==> src/rtl/video_scale_int_pkg.sv <==
// video_scale_pkg: shared types and constants for the integer-scaling
// aspect calculator (width snapping enabled by VIDEO_SCALE_INT_H_EN).
package video_scale_pkg;

  localparam int SZ_W    = 12;
  localparam int DVD_W   = 24;
  localparam int OUT_W   = 13;
  localparam int DIV_LAT = 25;

  typedef logic [SZ_W-1:0]  size_t;
  typedef logic [DVD_W-1:0] dvd_t;
  typedef logic [OUT_W-1:0] ar_t;

  typedef enum logic [2:0] {
    S_IDLE,
    S_DIV_V,
    S_MUL_V,
    S_DIV_A,
    S_DIV_H,
    S_DONE
  } state_t;

  localparam logic [1:0] SC_PASS  = 2'd0;
  localparam logic [1:0] SC_VERT  = 2'd1;
  localparam logic [1:0] SC_BOTH  = 2'd2;
  localparam logic [1:0] SC_VERT3 = 2'd3;

  function automatic size_t clip_sz(input dvd_t v, input size_t lim);
    return (v > dvd_t'(lim)) ? lim : v[SZ_W-1:0];
  endfunction

endpackage

==> src/rtl/video_scale_int_if.sv <==
// video_scale_int_if: absolute-size aspect words and busy flag
// handed from the calculator to the scaler.
interface video_scale_int_if;
  import video_scale_pkg::*;

  ar_t  VIDEO_ARX;
  ar_t  VIDEO_ARY;
  logic BUSY;

  modport master (
    output VIDEO_ARX,
    output VIDEO_ARY,
    output BUSY
  );

  modport slave (
    input VIDEO_ARX,
    input VIDEO_ARY,
    input BUSY
  );

endinterface

==> src/rtl/video_scale_int_div.sv <==
// video_div_seq: restoring divider, 24-bit dividend / 12-bit divisor,
// one quotient bit per cycle, done pulse with the final quotient.
module video_div_seq
  import video_scale_pkg::*;
(
  input  logic  clk,
  input  logic  rst,
  input  logic  clr,
  input  logic  start,
  input  dvd_t  dividend,
  input  size_t divisor,
  output logic  done,
  output dvd_t  quo
);

  logic          busy;
  logic [4:0]    cnt;
  size_t         rem;
  logic [SZ_W:0] trial;
  logic [SZ_W:0] diff;
  logic          ge;

  always_comb begin
    trial = {rem, quo[DVD_W-1]};
    diff  = trial - {1'b0, divisor};
    ge    = (trial >= {1'b0, divisor});
  end

  always_ff @(posedge clk) begin
    if (rst || clr) begin
      busy <= 1'b0;
      done <= 1'b0;
      cnt  <= '0;
      rem  <= '0;
      quo  <= '0;
    end else begin
      done <= 1'b0;
      if (!busy) begin
        if (start) begin
          busy <= 1'b1;
          cnt  <= 5'(DIV_LAT - 1);
          rem  <= '0;
          quo  <= dividend;
        end
      end else begin
        rem <= ge ? diff[SZ_W-1:0] : trial[SZ_W-1:0];
        quo <= {quo[DVD_W-2:0], ge};
        cnt <= cnt - 5'd1;
        if (cnt == 5'd1) begin
          busy <= 1'b0;
          done <= 1'b1;
        end
      end
    end
  end

endmodule

==> src/rtl/video_scale_int.sv <==
// video_scale_int: measures cropped frame size and derives integer output
// dimensions; define VIDEO_SCALE_INT_H_EN to snap width to hsize multiples.
module video_scale_int
  import video_scale_pkg::*;
(
  input  logic              CLK_VIDEO,
  input  logic              RESET,
  input  logic              CE_PIXEL,
  input  logic              VGA_VS,
  input  logic              VGA_DE,
  input  size_t             ARX,
  input  size_t             ARY,
  input  size_t             HDMI_WIDTH,
  input  size_t             HDMI_HEIGHT,
  input  logic [1:0]        SCALE,
  video_scale_int_if.master ar
);

  logic   vs_q, de_q, evt, de_fall;
  size_t  vcnt, vsize;
  size_t  arx_l, ary_l, hw_l, hh_l;
  logic   bad, bad_l, use_h;
  state_t state_q, state_d;
  logic   kick_q, kick_h;
  logic   div_done;
  dvd_t   div_quo, dvd;
  size_t  dvs;
  size_t  vq, oheight, wa, ow_sel;
  ar_t    arx_q, ary_q;

  assign evt     = CE_PIXEL & VGA_VS & ~vs_q;
  assign de_fall = CE_PIXEL & ~VGA_DE & de_q;

`ifdef VIDEO_SCALE_INT_H_EN
  size_t      hcnt, hsize_run, hsize, owidth, hq;
  logic [1:0] scale_l;
  dvd_t       prod_h;

  assign use_h  = (scale_l == SC_BOTH);
  assign ow_sel = use_h ? owidth : wa;

  always_comb begin
    hq     = (div_quo[SZ_W-1:0] == '0) ? size_t'(1) : div_quo[SZ_W-1:0];
    prod_h = dvd_t'(hq) * dvd_t'(hsize);
  end

  always_ff @(posedge CLK_VIDEO) begin
    if (RESET) begin
      hcnt      <= '0;
      hsize_run <= '0;
      hsize     <= '0;
      scale_l   <= SC_PASS;
      owidth    <= '0;
    end else begin
      if (CE_PIXEL && VGA_DE) begin
        if (hcnt != '1) hcnt <= hcnt + size_t'(1);
      end else if (de_fall) begin
        hsize_run <= hcnt;
        hcnt      <= '0;
      end
      if (evt) begin
        hsize   <= hsize_run;
        scale_l <= SCALE;
      end
      if (state_q == S_DIV_H && div_done)
        owidth <= clip_sz(prod_h, hw_l);
    end
  end
`else
  assign use_h  = 1'b0;
  assign ow_sel = wa;
`endif

  // vq == 0 is known up front: it happens exactly when height < lines
  always_comb begin
    bad = (vcnt == '0) || (ARY == '0) || ARX[SZ_W-1] ||
          ARY[SZ_W-1] || (HDMI_HEIGHT < vcnt);
`ifdef VIDEO_SCALE_INT_H_EN
    if (SCALE == SC_BOTH && hsize_run == '0) bad = 1'b1;
`endif
  end

  always_ff @(posedge CLK_VIDEO) begin
    if (RESET) begin
      vs_q  <= 1'b0;
      de_q  <= 1'b0;
      vcnt  <= '0;
      vsize <= '0;
      arx_l <= '0;
      ary_l <= '0;
      hw_l  <= '0;
      hh_l  <= '0;
      bad_l <= 1'b0;
    end else begin
      if (CE_PIXEL) begin
        vs_q <= VGA_VS;
        de_q <= VGA_DE;
      end
      if (evt) begin
        vcnt  <= '0;
        vsize <= vcnt;
        arx_l <= ARX;
        ary_l <= ARY;
        hw_l  <= HDMI_WIDTH;
        hh_l  <= HDMI_HEIGHT;
        bad_l <= bad;
      end else if (de_fall && vcnt != '1) begin
        vcnt <= vcnt + size_t'(1);
      end
    end
  end

  always_comb begin
    state_d = state_q;
    unique case (state_q)
      S_IDLE:  state_d = S_IDLE;
      S_DIV_V: if (div_done) state_d = S_MUL_V;
      S_MUL_V: state_d = S_DIV_A;
      S_DIV_A: if (div_done) state_d = use_h ? S_DIV_H : S_DONE;
`ifdef VIDEO_SCALE_INT_H_EN
      S_DIV_H: if (div_done) state_d = S_DONE;
`endif
      S_DONE:  state_d = S_IDLE;
      default: state_d = S_IDLE;
    endcase
    if (evt) begin
      if (SCALE == SC_PASS) state_d = S_IDLE;
      else if (bad)         state_d = S_DONE;
      else                  state_d = S_DIV_V;
    end
  end

  // kick_h delays the width division one cycle behind the DIV_A result
  always_ff @(posedge CLK_VIDEO) begin
    if (RESET) begin
      state_q <= S_IDLE;
      kick_q  <= 1'b0;
      kick_h  <= 1'b0;
    end else begin
      state_q <= state_d;
      kick_h  <= !evt && use_h && (state_q == S_DIV_A) && div_done;
      kick_q  <= evt ? (state_d == S_DIV_V)
                     : ((state_q == S_MUL_V) || kick_h);
    end
  end

  always_comb begin
    dvd = dvd_t'(hh_l);
    dvs = vsize;
    unique case (1'b1)
      (state_q == S_DIV_A): begin
        dvd = dvd_t'(oheight) * dvd_t'(arx_l);
        dvs = ary_l;
      end
`ifdef VIDEO_SCALE_INT_H_EN
      (state_q == S_DIV_H): begin
        dvd = dvd_t'(wa);
        dvs = hsize;
      end
`endif
      default: ;
    endcase
  end

  video_div_seq u_div (
    .clk      (CLK_VIDEO),
    .rst      (RESET),
    .clr      (evt),
    .start    (kick_q),
    .dividend (dvd),
    .divisor  (dvs),
    .done     (div_done),
    .quo      (div_quo)
  );

  always_ff @(posedge CLK_VIDEO) begin
    if (RESET) begin
      vq      <= '0;
      oheight <= '0;
      wa      <= '0;
    end else begin
      if (state_q == S_DIV_V && div_done) vq <= div_quo[SZ_W-1:0];
      if (state_q == S_MUL_V) oheight <= vq * vsize;
      if (state_q == S_DIV_A && div_done) wa <= clip_sz(div_quo, hw_l);
    end
  end

  always_ff @(posedge CLK_VIDEO) begin
    if (RESET) begin
      arx_q <= '0;
      ary_q <= '0;
    end else if (state_q == S_DONE && !evt) begin
      if (bad_l) begin
        arx_q <= {1'b0, arx_l};
        ary_q <= {1'b0, ary_l};
      end else begin
        arx_q <= {1'b1, ow_sel};
        ary_q <= {1'b1, oheight};
      end
    end else if (state_q == S_IDLE && SCALE == SC_PASS) begin
      arx_q <= {1'b0, ARX};
      ary_q <= {1'b0, ARY};
    end
  end

  assign ar.VIDEO_ARX = arx_q;
  assign ar.VIDEO_ARY = ary_q;
  assign ar.BUSY      = (state_q != S_IDLE);

endmodule

==> src/flat_wrapper.sv <==
// flat-port wrapper written by rule: the top's interface ports become plain ports
module video_scale_int_flat import video_scale_pkg::*;
  (CLK_VIDEO, RESET, CE_PIXEL, VGA_VS, VGA_DE, ARX, ARY, HDMI_WIDTH, HDMI_HEIGHT, SCALE, ar_VIDEO_ARX, ar_VIDEO_ARY, ar_BUSY);
  video_scale_int_if ar_i ();
  input  logic CLK_VIDEO;
  input  logic RESET;
  input  logic CE_PIXEL;
  input  logic VGA_VS;
  input  logic VGA_DE;
  input  size_t ARX;
  input  size_t ARY;
  input  size_t HDMI_WIDTH;
  input  size_t HDMI_HEIGHT;
  input  logic [1:0] SCALE;
  output wire logic [$bits(ar_i.VIDEO_ARX)-1:0] ar_VIDEO_ARX;
  output wire logic [$bits(ar_i.VIDEO_ARY)-1:0] ar_VIDEO_ARY;
  output wire logic [$bits(ar_i.BUSY)-1:0] ar_BUSY;
  assign ar_VIDEO_ARX = ar_i.VIDEO_ARX;
  assign ar_VIDEO_ARY = ar_i.VIDEO_ARY;
  assign ar_BUSY = ar_i.BUSY;
  video_scale_int u_core (.CLK_VIDEO(CLK_VIDEO), .RESET(RESET), .CE_PIXEL(CE_PIXEL), .VGA_VS(VGA_VS), .VGA_DE(VGA_DE), .ARX(ARX), .ARY(ARY), .HDMI_WIDTH(HDMI_WIDTH), .HDMI_HEIGHT(HDMI_HEIGHT), .SCALE(SCALE), .ar(ar_i));
endmodule
==> config.mk <==
export PLATFORM = sky130hd
export DESIGN_NAME = video_scale_int_flat
export DESIGN_NICKNAME = d
export VERILOG_FILES = /design/src/rtl/video_scale_int_pkg.sv /design/src/rtl/video_scale_int_if.sv /design/src/rtl/video_scale_int_div.sv /design/src/rtl/video_scale_int.sv /design/src/flat_wrapper.sv
export SDC_FILE = /design/constraint.sdc
export NUM_CORES = 1
export LEC_CHECK = 0
export BUFFER_PORTS_ARGS = -buffer_cell sky130_fd_sc_hd__buf_2
export CORE_AREA = 5 5 175 220
export CTS_CLUSTER_DIAMETER = 120
export DETAILED_ROUTE_END_ITERATION = 7
export DIE_AREA = 0 0 180 225
export PLACE_DENSITY_LB_ADDON = 0.25
export SYNTH_ARGS = -nofsm -noshare
export SYNTH_HDL_FRONTEND = slang
export SYNTH_HIERARCHICAL = 1
export SYNTH_SLANG_ARGS = --single-unit
==> constraint.sdc <==
create_clock -name CLK_VIDEO -period 6.85 [get_ports CLK_VIDEO]
set_input_delay 0.3425 -clock CLK_VIDEO [delete_from_list [all_inputs] [get_ports CLK_VIDEO]]
set_output_delay 0.3425 -clock CLK_VIDEO [all_outputs]
set_load 0.03 [all_outputs]
==> out/results.env <==
SETUP-TNS-FINAL_PS=0
YOSYSTOPAREACELLSHARE=0.228
CELL_DEPTH_OF_THE_WORST_FLOP_TO_FLOP_PATH=20
DRT_FIRST_ITER_VIOLATIONS=847
CRITICAL_PATH_REQUIRED_PS=7160
HOLD_VIOL_FINAL=0
SYNTH_WARNINGS=6
MAX_CLOCK_FREQ_GHz=0.173
SHARE_SEQ_OF_TOTAL_POWER=0.477
ANT_NETS=0
NETLIST.TOP_CELL.BY_AREA='sky130_fd_sc_hd__dfxtp_1'
FLOORPLAN.IO_PINS=82
P_INT_W=0.00172
PATH_CLASS='reg -> reg'
LARGEST_NET_DEGREE_AT_THE_START_OF_GLOBAL_ROUTING=74
WORST_CLOCK_SKEW_PS=15.1
DRV.MAX_CAP_VIOLATION_COUNT=0
PLACE_WORST_SETUP_SLACK_PS=1080
SLEW_HEADROOM=0.213
MOST_COMMON_CELL_IN_THE_NETLIST='sky130_fd_sc_hd__nand2_1'
NETSWITCHINGPOWER_W=0.000619
SHARE_OF_FINAL_LAYOUT_STANDARD_CELLS_STRONGER_THAN_DRIVE_STRENGTH_1=0.0757
SYNTH_TOP_CELLS_BY_COUNT='sky130_fd_sc_hd__nand2_1, sky130_fd_sc_hd__inv_1, sky130_fd_sc_hd__dfxtp_1, sky130_fd_sc_hd__fa_1, sky130_fd_sc_hd__a21oi_1'
FINAL-MAX-SLEW-VIOLATION-COUNT=0
PERIOD_SHARE=0.845
POWER.DENSITY_nW_PER_UM2=135
CTSROOTBUFFERMASTER='sky130_fd_sc_hd__clkbuf_16'
CLKLATENCYLATEPIN_PS=450
FINALCRITICALPERIOD_PS=5790
GRT_FIRST_PASS_WIRELENGTH_UM=71800
CTS-BUFFERS-INSERTED=17
GP_WEIGHTED_CONGESTION=0.914
TIMING.CRITICAL_PATH.MAX_DELAY_FAMILY='adder cells'
DRT_DRC_VIOLATIONS_LEFT=0
FINAL_CRITICAL_PATH_SETUP_SLACK_PS=1060
FINALCOREUTILIZATION=0.481
ANTENNA_VIOLATIONS_BEFORE_REPAIR=0
POST_SYNTH_INSTANCE_AREA_SQ_UM=16100
FINAL_CELL_AREA_SQ_UM=17300
CLOCK_SINK_COUNT=183
WORST_EP_ARRIVAL_TIME_PS=6100
DETAIL_ROUTE.VIAS_PER_CELL=5.35
SYNTH-MAIN-FF-CELL='sky130_fd_sc_hd__dfxtp_1'
SYNTH-EDFF-COUNT=0
CP_MAX_FO=14
ANTENNA-DIODE-COUNT=0
TRITONCTS_CLOCK_TREE='done'
SETUP_CRIT_START_KIND='register'
DIEAREA_SQ_UM=40500
POSTCTSSETUPBUFFERS=0
POWER.SHARE.SWITCHING=0.265
DRT-WIRELENGTH-PER-CELL_UM=18.3
FLOW.AREA_GROWTH_FROM_SYNTHESIS_PCT=7.89
SYN-INSTANCE-COUNT=1997
COMB_POWER_SHARE=0.077
SYNTH_ASYNC_SR_FLOP_SHARE=0
ROWS=78
HOLD_BUFFERS=0
WORSTMARGINPINSLEW_PS=1170
GLOBAL_ROUTE.OVERFLOW_TOTAL=0
CLKPWRFRAC=0.446
CRIT_PATH_MAX_INCR_DELAY_PS=640
DIE_WIDTH_UM=180
BUFFER_PORTS.INSERTED=81
CRITICAL-PATH-TOP-CELL-BY-COUNT='sky130_fd_sc_hd__fa_1'
ROUTED-VIA-COUNT=13300
DETAILEDROUTE.FIRSTPASSITERATIONCOUNT=5
NUM-NETS-FINAL=2321
LEAKAGEPOWER_nW=7.85
DIE_HEIGHT_UM=225
CRITICAL_PATH.N_BUFFERS_INVERTERS=3
FINAL_SETUP_VIOLATION_COUNT=0
WORST_PATH_CELL_CHAIN='nand2_1 > fa_1 > fa_1 > fa_1 > inv_1 > fa_1 > inv_1 > fa_1 > inv_1 > ha_1 > or4_1 > o211ai_1 > o21ba_2 > a211oi_1 > or3_1 > and3_1 > mux2i_1 > nor2_1 > a21oi_1 > nor2_1'
VDD_IR_DROP_MAX_V=0.000184
WORSTHOLDPATHTYPE='in -> reg'
RUN_STATUS='finished clean'
UNREPAIRED_SETUP_ENDPOINTS_AFTER_GLOBAL_ROUTING='false'
CLK_PATH_BUF_DEPTH=2
WORST_HOLD_SLACK_PS=135
POST_DP_CELL_AREA_SQ_UM=16700
CTSHTREEMAXLEVEL=4
CTS_RESIZED=0
NUMBER_OF_CELLS_ON_THE_CRITICAL_PATH=20
NETLIST_TOP_CELLS_AREA='sky130_fd_sc_hd__dfxtp_1, sky130_fd_sc_hd__fa_1, sky130_fd_sc_hd__ha_1'
SYNTH.FF_LATCH_COUNT=183
CRITPATHCAPTURETYPE='register'
DESIGN.CORE.AREA_SQ_UM=36000
SYNTH.LIB_CELLS_USED.DISTINCT=70
SYNTH_AREA_PER_CELL_SQ_UM=8.04
TRACK_USAGE=0.222
INITIAL_UTILIZATION=0.446
VIA_COUNT_OF_THE_FIRST_GLOBAL_ROUTING_PASS=13100
WORSTHOLDPATHCELLS=3
DRT-TOTAL-WL_UM=45400
DPL.HPWL_UM=35000
CLOCK_TRANSITION_AT_THE_REGISTER_CLOCK_PINS_ON_THE_WORST_SETUP_AND_HOLD_PATHS_AFTER_CTS_PS=70
SYNTHESIS.NETS=2322
WORST_PATH_MAX_DELAY_CELL='sky130_fd_sc_hd__dfxtp_1'
YS_SEQ_AREA_FRAC=0.228
layout by cell type (no fill, tap or decap), types with 63 or more instances in the layout:
cell	instances
sky130_fd_sc_hd__nand2_1	397
sky130_fd_sc_hd__inv_1	241
sky130_fd_sc_hd__dfxtp_1	182
sky130_fd_sc_hd__fa_1	140
sky130_fd_sc_hd__a21oi_1	138
sky130_fd_sc_hd__ha_1	130
sky130_fd_sc_hd__nor2_1	119
sky130_fd_sc_hd__buf_2	80
sky130_fd_sc_hd__and2_1	80
sky130_fd_sc_hd__mux2i_1	63
layer usage:
layer  GRT usage  part of all wire  up-vias
li1            -                 -     6465
met1       0.290              0.43     6488
met2       0.377              0.49      307
met3      0.0197             0.034       67
met4       0.101             0.044        0
met5           0                 0        -
final cells by class:
| type | count | area (sq um) |
|---|---|---|
| fill | 3543 | 18700 |
| multi-input combinational | 1457 | 11000 |
| sequential | 183 | 3660 |
| inverter | 242 | 908 |
| tap | 480 | 601 |
| timing repair buffer | 95 | 513 |
| clock buffer | 20 | 467 |
| clock inverter | 12 | 138 |
kinds of logic (layout without fill, tap and decap cells):
family                     after synthesis  count (layout)  synth area share
AOI/OAI and AO/OA                      333             333             0.133
muxes                                   64              64            0.0400
xor gates and xnor gates                50              50            0.0290
buffers and inverters                  357             369            0.0852
adders and majority gates              270             270             0.276
DFF                                    183             183             0.228
and+or+nand+nor                        740             740             0.209
power by group through the flow:
stage	combinational (W)	sequential (W)	clock, W
finish	0.000180	0.00111	0.00104
global placement	0.000179	0.00114	0
floorplan	0.000108	0.00114	0
global route	0.000197	0.00112	0.00111
detailed placement	0.000181	0.00114	0
CTS	0.000181	0.00111	0.00107
worst register-to-register path: stages (launching register included):
cell,delay [ps]
sky130_fd_sc_hd__dfxtp_1,640
sky130_fd_sc_hd__nand2_1,160
sky130_fd_sc_hd__fa_1,580
sky130_fd_sc_hd__fa_1,440
sky130_fd_sc_hd__fa_1,500
sky130_fd_sc_hd__inv_1,60
sky130_fd_sc_hd__fa_1,530
sky130_fd_sc_hd__inv_1,50
sky130_fd_sc_hd__fa_1,520
sky130_fd_sc_hd__inv_1,50
sky130_fd_sc_hd__ha_1,260
sky130_fd_sc_hd__or4_1,520
sky130_fd_sc_hd__o211ai_1,160
sky130_fd_sc_hd__o21ba_2,210
sky130_fd_sc_hd__a211oi_1,80
sky130_fd_sc_hd__or3_1,320
sky130_fd_sc_hd__and3_1,170
sky130_fd_sc_hd__mux2i_1,130
sky130_fd_sc_hd__nor2_1,60
sky130_fd_sc_hd__a21oi_1,160
sky130_fd_sc_hd__nor2_1,50
per-stage QoR:
| step | cells | total power, W |
|---|---|---|
| after floorplan | 1997 | 0.00125 |
| after global placement | 2457 | 0.00132 |
| after detailed placement | 2457 | 0.00132 |
| after CTS | 2489 | 0.00236 |
| after global routing | 2489 | 0.00243 |
| final | 2489 | 0.00234 |
path summary, 6_finish.rpt:
check                  start                   end  slack [ps]
max          u_core/arx_l[5]  u_core/u_div/quo[17]        1060
max reg2reg  u_core/arx_l[5]  u_core/u_div/quo[17]        1060
min            HDMI_WIDTH[7]        u_core/hw_l[7]         130
min reg2reg    u_core/vq[11]         u_core/vq[11]         470
registers in the layout, indices dropped and copies added (netlist names), 12 cells and up:
register             flops
u_core/ar.VIDEO_ARX     13
u_core/ar.VIDEO_ARY     12
u_core/arx_l            12
u_core/ary_l            12
u_core/hh_l             12
u_core/hw_l             12
u_core/oheight          12
u_core/ow_sel           12
u_core/u_div/quo        24
u_core/u_div/rem        12
u_core/vcnt             12
u_core/vq               12
u_core/vsize            12
No activity file was read; power rests on OpenSTA's default activity.
